### src/rtl/divisor_restauracion.sv
// Sequential unsigned restoring divider: one quotient bit per shift/subtract pair.
// Start/fin handshake mirrors the shift/add multiplier so both share one sequencer.
module divisor_restauracion #(
   parameter int N  = 4,
   parameter int CW = 3
) (
   input  logic         clk,
   input  logic         rst_n,
   input  logic         start,
   input  logic [N-1:0] dividendo,
   input  logic [N-1:0] divisor,
   output logic [N-1:0] cociente,
   output logic [N-1:0] resto,
   output logic         ocupado,
   output logic         fin,
   output logic         div0
);

   typedef enum logic [1:0] {
      REPOSO,
      DESPLAZA,
      RESTA,
      FIN
   } estado_t;

   estado_t estado;
   estado_t siguiente;

   logic [N:0]    a;
   logic [N-1:0]  q;
   logic [N-1:0]  m;
   logic [CW-1:0] cnt;
   logic [N+1:0]  d;
   logic          acepta;

   assign acepta = start && (estado == REPOSO || estado == FIN);
   assign d      = {1'b0, a} - {2'b00, m};

   always_ff @(posedge clk or negedge rst_n) begin
      if (!rst_n) begin
         estado <= REPOSO;
      end else begin
         estado <= siguiente;
      end
   end

   always_comb begin
      siguiente = estado;
      unique case (estado)
         REPOSO, FIN: begin
            if (start) begin
               siguiente = (divisor == '0) ? FIN : DESPLAZA;
            end
         end
         DESPLAZA: siguiente = RESTA;
         RESTA: begin
            siguiente = (cnt == CW'(1)) ? FIN : DESPLAZA;
         end
      endcase
   end

   always_ff @(posedge clk or negedge rst_n) begin
      if (!rst_n) begin
         a    <= '0;
         q    <= '0;
         m    <= '0;
         cnt  <= '0;
         div0 <= 1'b0;
      end else if (acepta) begin
         // Divide-by-zero short-circuits straight to FIN with saturated quotient
         if (divisor == '0) begin
            q    <= '1;
            a    <= {1'b0, dividendo};
            div0 <= 1'b1;
         end else begin
            a    <= '0;
            q    <= dividendo;
            m    <= divisor;
            cnt  <= CW'(N);
            div0 <= 1'b0;
         end
      end else if (estado == DESPLAZA) begin
         {a, q} <= {a[N-1:0], q, 1'b0};
      end else if (estado == RESTA) begin
         if (!d[N+1]) begin
            a <= d[N:0];
         end
         q[0] <= ~d[N+1];
         cnt  <= cnt - CW'(1);
      end
   end

   assign cociente = q;
   assign resto    = a[N-1:0];
   assign ocupado  = (estado == DESPLAZA) || (estado == RESTA);
   assign fin      = (estado == FIN);

endmodule

### config.mk
export PLATFORM = sky130hd
export DESIGN_NAME = divisor_restauracion
export DESIGN_NICKNAME = d
export VERILOG_FILES = /design/src/rtl/divisor_restauracion.sv
export SDC_FILE = /design/constraint.sdc
export NUM_CORES = 1
export LEC_CHECK = 0
export ABC_AREA = 1
export CAP_MARGIN = 20
export CORE_ASPECT_RATIO = 1.25
export CORE_MARGIN = 2
export CORE_UTILIZATION = 30
export DETAILED_ROUTE_END_ITERATION = 7
export GPL_TIMING_DRIVEN = 1
export HOLD_SLACK_MARGIN = 0.03
export MAX_ROUTING_LAYER = met4
export PLACE_DENSITY = 0.5
export SYNTH_ARGS = -nofsm -noshare
export SYNTH_HDL_FRONTEND = slang
export SYNTH_SLANG_ARGS = --single-unit
### constraint.sdc
create_clock -name clk -period 1.95 [get_ports clk]
set_input_delay 0.39 -clock clk [delete_from_list [all_inputs] [get_ports clk]]
set_output_delay 0.39 -clock clk [all_outputs]
set_load 0.01 [all_outputs]
==> results of run 1 <==
-- layout by cell type, fill, tap and decap left out --
cell type,Yosys,routed
a21oi_2,1,1
ha_1,10,10
nor2_1,8,8
fa_1,1,1
o21ai_0,14,14
a211o_1,1,1
clkdlybuf4s50_1,0,20
nand3b_1,2,2
nand4_2,1,1
o21ai_1,3,3
nand2_2,3,3
clkinv_2,0,1
inv_2,2,2
nand2_1,35,35
xnor2_1,1,1
a21oi_1,8,8
nand3_1,11,11
nor2_2,2,2
o22ai_1,3,3
inv_1,20,20
dlygate4sd2_1,0,1
o21a_1,1,1
dfrtp_1,19,19
buf_4,5,3
nand2_4,1,1
clkbuf_8,0,3
-- final cells by class --
class                      instances  area share
tap                               54     0.04467
timing repair buffer              24      0.1530
clock inverter                     1    0.003309
clock buffer                       3     0.02730
inverter                          22     0.05459
sequential                        19      0.3143
multi-input combinational        106      0.4028
-- worst min path at each step --
stage          startpoint  slack [ps]           to
2_1_floorplan       rst_n          90         a[0]
3_3_place_gp       cnt[2]         470       cnt[2]
3_5_place_dp       cnt[2]         480       cnt[2]
4_1_cts             rst_n         460       cnt[1]
5_1_grt             rst_n         490  cociente[2]
6_report            rst_n         460       cnt[1]
-- state kept, by name, indices dropped and copies added, names as in the netlist --
register	count
a	5
cociente	4
m	4
cnt	3
estado	2
div0	1
-- report_power, final --
part           total (mW)  internal [mW]  switching (mW)  leakage [nW]
combinational        1.79          0.781            1.01         0.476
clock               0.276          0.142           0.134        0.0255
sequential          0.747          0.599           0.147         0.233
-- cell families after synthesis --
logic type,count (synthesis),share of synthesized area
xor gates and xnor gates,1,0.007203
buffers and inverters,28,0.1080
and+or+nand+nor,63,0.2356
DFF,19,0.3909
adders and majority gates,11,0.1193
AOI/OAI and AO/OA,31,0.1389
-- metal layers --
| metal | part of all wire | wire length, um | GRT usage |
|---|---|---|---|
| met5 | 0 | 0 | - |
| met4 | 0.011 | 32 | 0.03623 |
| met3 | 0.020 | 56 | 0.01546 |
| met2 | 0.51 | 1464 | 0.2700 |
| met1 | 0.46 | 1298 | 0.1905 |
-- what timing repair did --
action	CTS	global route
gates resized for setup	1	0
hold endpoints to repair	0	0
setup buffers	0	0
endpoints found under the setup margin	1	0
-- metrics by stage --
stage / setup slack, ps / instances / area [um2] / total power, mW
2_1_floorplan: 413.0 / 153 / 1216 / 2.047
3_3_place_gp: 177.5 / 225 / 1468 / 2.549
3_5_place_dp: 137.3 / 225 / 1468 / 2.570
4_1_cts: 102.3 / 229 / 1513 / 2.857
5_1_grt: 69.17 / 229 / 1513 / 3.160
6_report: 115.8 / 229 / 1513 / 2.818
-- worst max-delay path: stages, from the launching register on --
cell and delay [ps]:
dfrtp_1 380, buf_4 150, ha_1 190, clkdlybuf4s50_1 470
==> flow_summary.yaml, run 1 <==
clock_network:
  cts_hold_repair.buffers: 0
  htreeDepth: 1
  numCtsBuffers: 3
  clock_sinks: 19
  clockRootBuffer: "clkbuf_8"
  cts_tree: "done"
  cts_max_path_buffers: 2
  cts.clk_slew.worst_paths_ps: 70
  clkLatencyLatePin_ps: 260
critical_path:
  regToRegStartpoint: "estado[1]"
  r2r_slack_ps: 250
  reg2reg_to: "cociente[2]"
  cp-end-kind: "output port"
  crit_end: "fin"
  critPathLaunchType: "flop"
  startpoint: "estado[0]"
  cp.required_ps: 1560
  worstSetupPathType: "flop to output port"
  rr_worst_depth: 6
  crit_arrival_ps: 1440
  critPathMaxFanout: 4
timing:
  slew_headroom: 0.7866
  clock.fmax_ghz: 0.5452
  hold_violations: 0
  report.final.slew_viol_count: 0
  rsz0062_at_grt: "no"
  tightest_slew_ps: 319.8
  fin_skew_ps: 1.080
  period_minus_slack_ps: 1834
  finalSetupViolations: 0
  fin_setup_tns_ps: 0
  period_share: 0.9406
  hold-worst-slack_ps: 461.7
logic_synthesis:
  yosys-top-cells-count: "nand2_1 (35), inv_1 (20), dfrtp_1 (19)"
  synth_seq_area_share: 0.3909
  ys.flop_type: "dfrtp_1"
  ys_async_sr_fraction: 1.000
  yosys_warnings: 0
  ys_ff_latch: 19
  synth_top_area_share: 0.3909
  synth_most_common_cell: "nand2_1"
  synth_edf_count: 0
  syn_inst: 153
  yosys.area.top_type: "dfrtp_1"
  ys_top_cells_by_area: "dfrtp_1 (39%), nand2_1 (11%), ha_1 (10%), inv_1 (6.2%), o21ai_0 (5.8%)"
  syn_area_per_cell_um2: 7.949
  synth_fp_nets: 175
  syn-cell-area_um2: 1216
  ys_types: 23
drt:
  vias_per_cell: 4.659
  vias: 1067
  drc: 0
  dr.pass1.iters: 4
  drt_iter0_drc: 51
  avgRoutedWirePerCell_um: 12.45
  drt_wl_total_um: 2852
  ant_nets: 0
floorplanning:
  die_w_um: 60.95
  start_util: 0.3161
  ios: 22
  core_um2: 3847
  die_area_um2: 4583
  die_y_um: 75.19
  row_count: 25
placement:
  place.port_buffers: 21
  place_hpwl_um: 2276
  place.gp.congestion: 0.7683
power_and_ir_drop:
  power.leakage_nw: 0.7347
  p_per_area_nw_per_um2: 1863
  ir_worst_vdd_mv: 0.6824
cells_and_area:
  fin_util: 0.3932
  diodes: 0
  seq_area_um2: 475.5
  fill_cells: 429
  multi_input_area_um2: 609.3
  layout-drive-gt1-share: 0.09714
  nets: 198
  area_growth_pct: 24.38
flow_run:
  drv_cap: 0
grt:
  grt_pass1_vias: 1147
  track_usage: 0.1546
  grt-ovfl-total: 0
  grt_pass1_wl_um: 5202
  grt_max_degree: 20
  antenna_found_initial: 0
status:
  status: "finished, final reports clean"
min_path:
  holdCritPathClass: "primary input to async pin"
No activity file was read; power rests on OpenSTA's default activity.
==> run 2: changes to the inputs <==
--- a/config.mk
+++ b/config.mk
@@ -13,7 +13,6 @@
 export DETAILED_ROUTE_END_ITERATION = 7
 export GPL_TIMING_DRIVEN = 1
 export HOLD_SLACK_MARGIN = 0.03
-export MAX_ROUTING_LAYER = met4
 export PLACE_DENSITY = 0.5
 export SYNTH_ARGS = -nofsm -noshare
 export SYNTH_HDL_FRONTEND = slang
==> run 2 against run 1 <==
Total power hardly changed. Critical endpoint unchanged. Non-clock buffer count stayed put. Count of clock-buffer cells in the layout stayed put. Utilization stayed put. Die area stayed put.
==> flow_summary.yaml, run 2 (same netlist as run 1, synthesis figures left out) <==
status:
  status: "finished, final reports clean"
grt:
  grt_max_degree: 20
  grt_pass1_wl_um: 5209
  grt_pass1_vias: 1146
  track_usage: 0.1500
  grt-ovfl-total: 0
  antenna_found_initial: 0
floorplanning:
  die_w_um: 60.95
  die_area_um2: 4583
  core_um2: 3847
  start_util: 0.3161
  die_y_um: 75.19
  row_count: 25
  ios: 22
critical_path:
  crit_arrival_ps: 1440
  worstSetupPathType: "flop to output port"
  critPathMaxStageDelay_ps: 470
  cp.required_ps: 1560
  critPathLaunchType: "flop"
  cp-end-kind: "output port"
  critPathMaxFanout: 4
  crit_slowest_cell: "clkdlybuf4s50_1"
  path_cells: "buf_4 -> ha_1 -> clkdlybuf4s50_1"
timing:
  hold_violations: 0
  report.final.slew_viol_count: 0
  fin_skew_ps: 1.020
  tightest_slew_ps: 320.9
  period_share: 0.9406
  finalSetupViolations: 0
  clock.fmax_ghz: 0.5452
  rsz0062_at_grt: "no"
  slew_headroom: 0.7858
  fin_setup_tns_ps: 0
  period_minus_slack_ps: 1834
cells_and_area:
  area_growth_pct: 24.38
  diodes: 0
  layout-drive-gt1-share: 0.09714
  nets: 198
  largest_reg_flops: 5
  finish.instance_area_um2: 1513
  fill_cells: 429
  regMostFlops: "a"
  layout_common_cells: "nand2_1 (35), inv_1 (20), clkdlybuf4s50_1 (20), dfrtp_1 (19), o21ai_0 (14)"
  final_common_cell: "nand2_1"
drt:
  met1_length_um: 1288
  top_layer: "met4"
  avgRoutedWirePerCell_um: 12.44
  dr_wl_met2_um: 1464
  drt_iter0_drc: 51
  wl_met3_um: 61
  drc: 0
  vias_per_cell: 4.655
  dr.pass1.iters: 4
  vias: 1066
  ant_nets: 0
  drt_wl_total_um: 2848
power_and_ir_drop:
  power.leakage_nw: 0.7347
  ir_worst_vdd_mv: 0.6824
  finalPower_mw: 2.819
  p_per_area_nw_per_um2: 1863
clock_network:
  clock_sinks: 19
  htreeDepth: 1
  clockRootBuffer: "clkbuf_8"
  cts_max_path_buffers: 2
  numCtsBuffers: 3
  clkLatencyLatePin_ps: 260
  postCtsSetupBuffers: 0
  cts.clk_slew.worst_paths_ps: 70
  cts_tree: "done"
min_path:
  holdCritPathClass: "primary input to async pin"
placement:
  place.gp.congestion: 0.7584
  place_hpwl_um: 2276
  place.port_buffers: 21
  postPlaceCellArea_um2: 1468
flow_run:
  drv_cap: 0
## run 2: worst max-delay path, delay by kind of cell, from the launching register on
family	cells	cell delay, ps
buffers and inverters	2	620
DFF	1	380
adders and majority gates	1	190
## run 2: per-layer routing
| metal | up-vias | GRT usage |
|---|---|---|
| met1 | 507 | 0.1905 |
| met3 | 4 | 0.01546 |
| met2 | 21 | 0.2700 |
| met4 | 0 | 0.03623 |
| met5 | - | 0 |
| li1 | 534 | - |
## run 2: power by group
group          switching, mW  internal (mW)
registers              0.148          0.599
logic                   1.01          0.781
clock network          0.134          0.142
total                   1.30           1.52
## run 2: final cells by class
| type | count | area, um2 | share of cell area |
|---|---|---|---|
| clock inverters | 1 | 5.005 | 0.003309 |
| repair buffers | 24 | 231.5 | 0.1530 |
| flip-flops and latches | 19 | 475.5 | 0.3143 |
| clock buffers | 3 | 41.29 | 0.02730 |
| multi-input cells | 106 | 609.3 | 0.4028 |
| inverters | 22 | 82.58 | 0.05459 |
| well taps | 54 | 67.56 | 0.04467 |
## run 2: path summary, 6_finish.rpt
path | depth (start not counted) | start | slack, ps | endpoint
worst max-delay path | 3 | estado[0] | 120 | fin
min in group clk | 2 | cnt[2] | 510 | cnt[2]
worst max register to register | 6 | estado[1] | 250 | cociente[2]
worst min-delay path | 2 | rst_n | 460 | cnt[1]
worst min register to register | 2 | cnt[2] | 510 | cnt[2]
max in group asynchronous | 2 | rst_n | 1280 | m[1]
## run 2: stage by stage
step                instances  hold slack (ps)    util  setup slack [ps]
floorplan                 153            94.41       -             413.0
global placement          225            466.1  0.3815             177.5
detailed placement        225            482.2  0.3815             137.3
CTS                       229            465.0  0.3932             102.3
global route              229            490.0  0.3932             69.17
finish                    229            461.2  0.3932             115.8
## run 2: timing repair
action                                  in CTS  in global routing
gates resized for setup                      1                  0
endpoints found under the setup margin       1                  0
hold buffers                                 0                  0
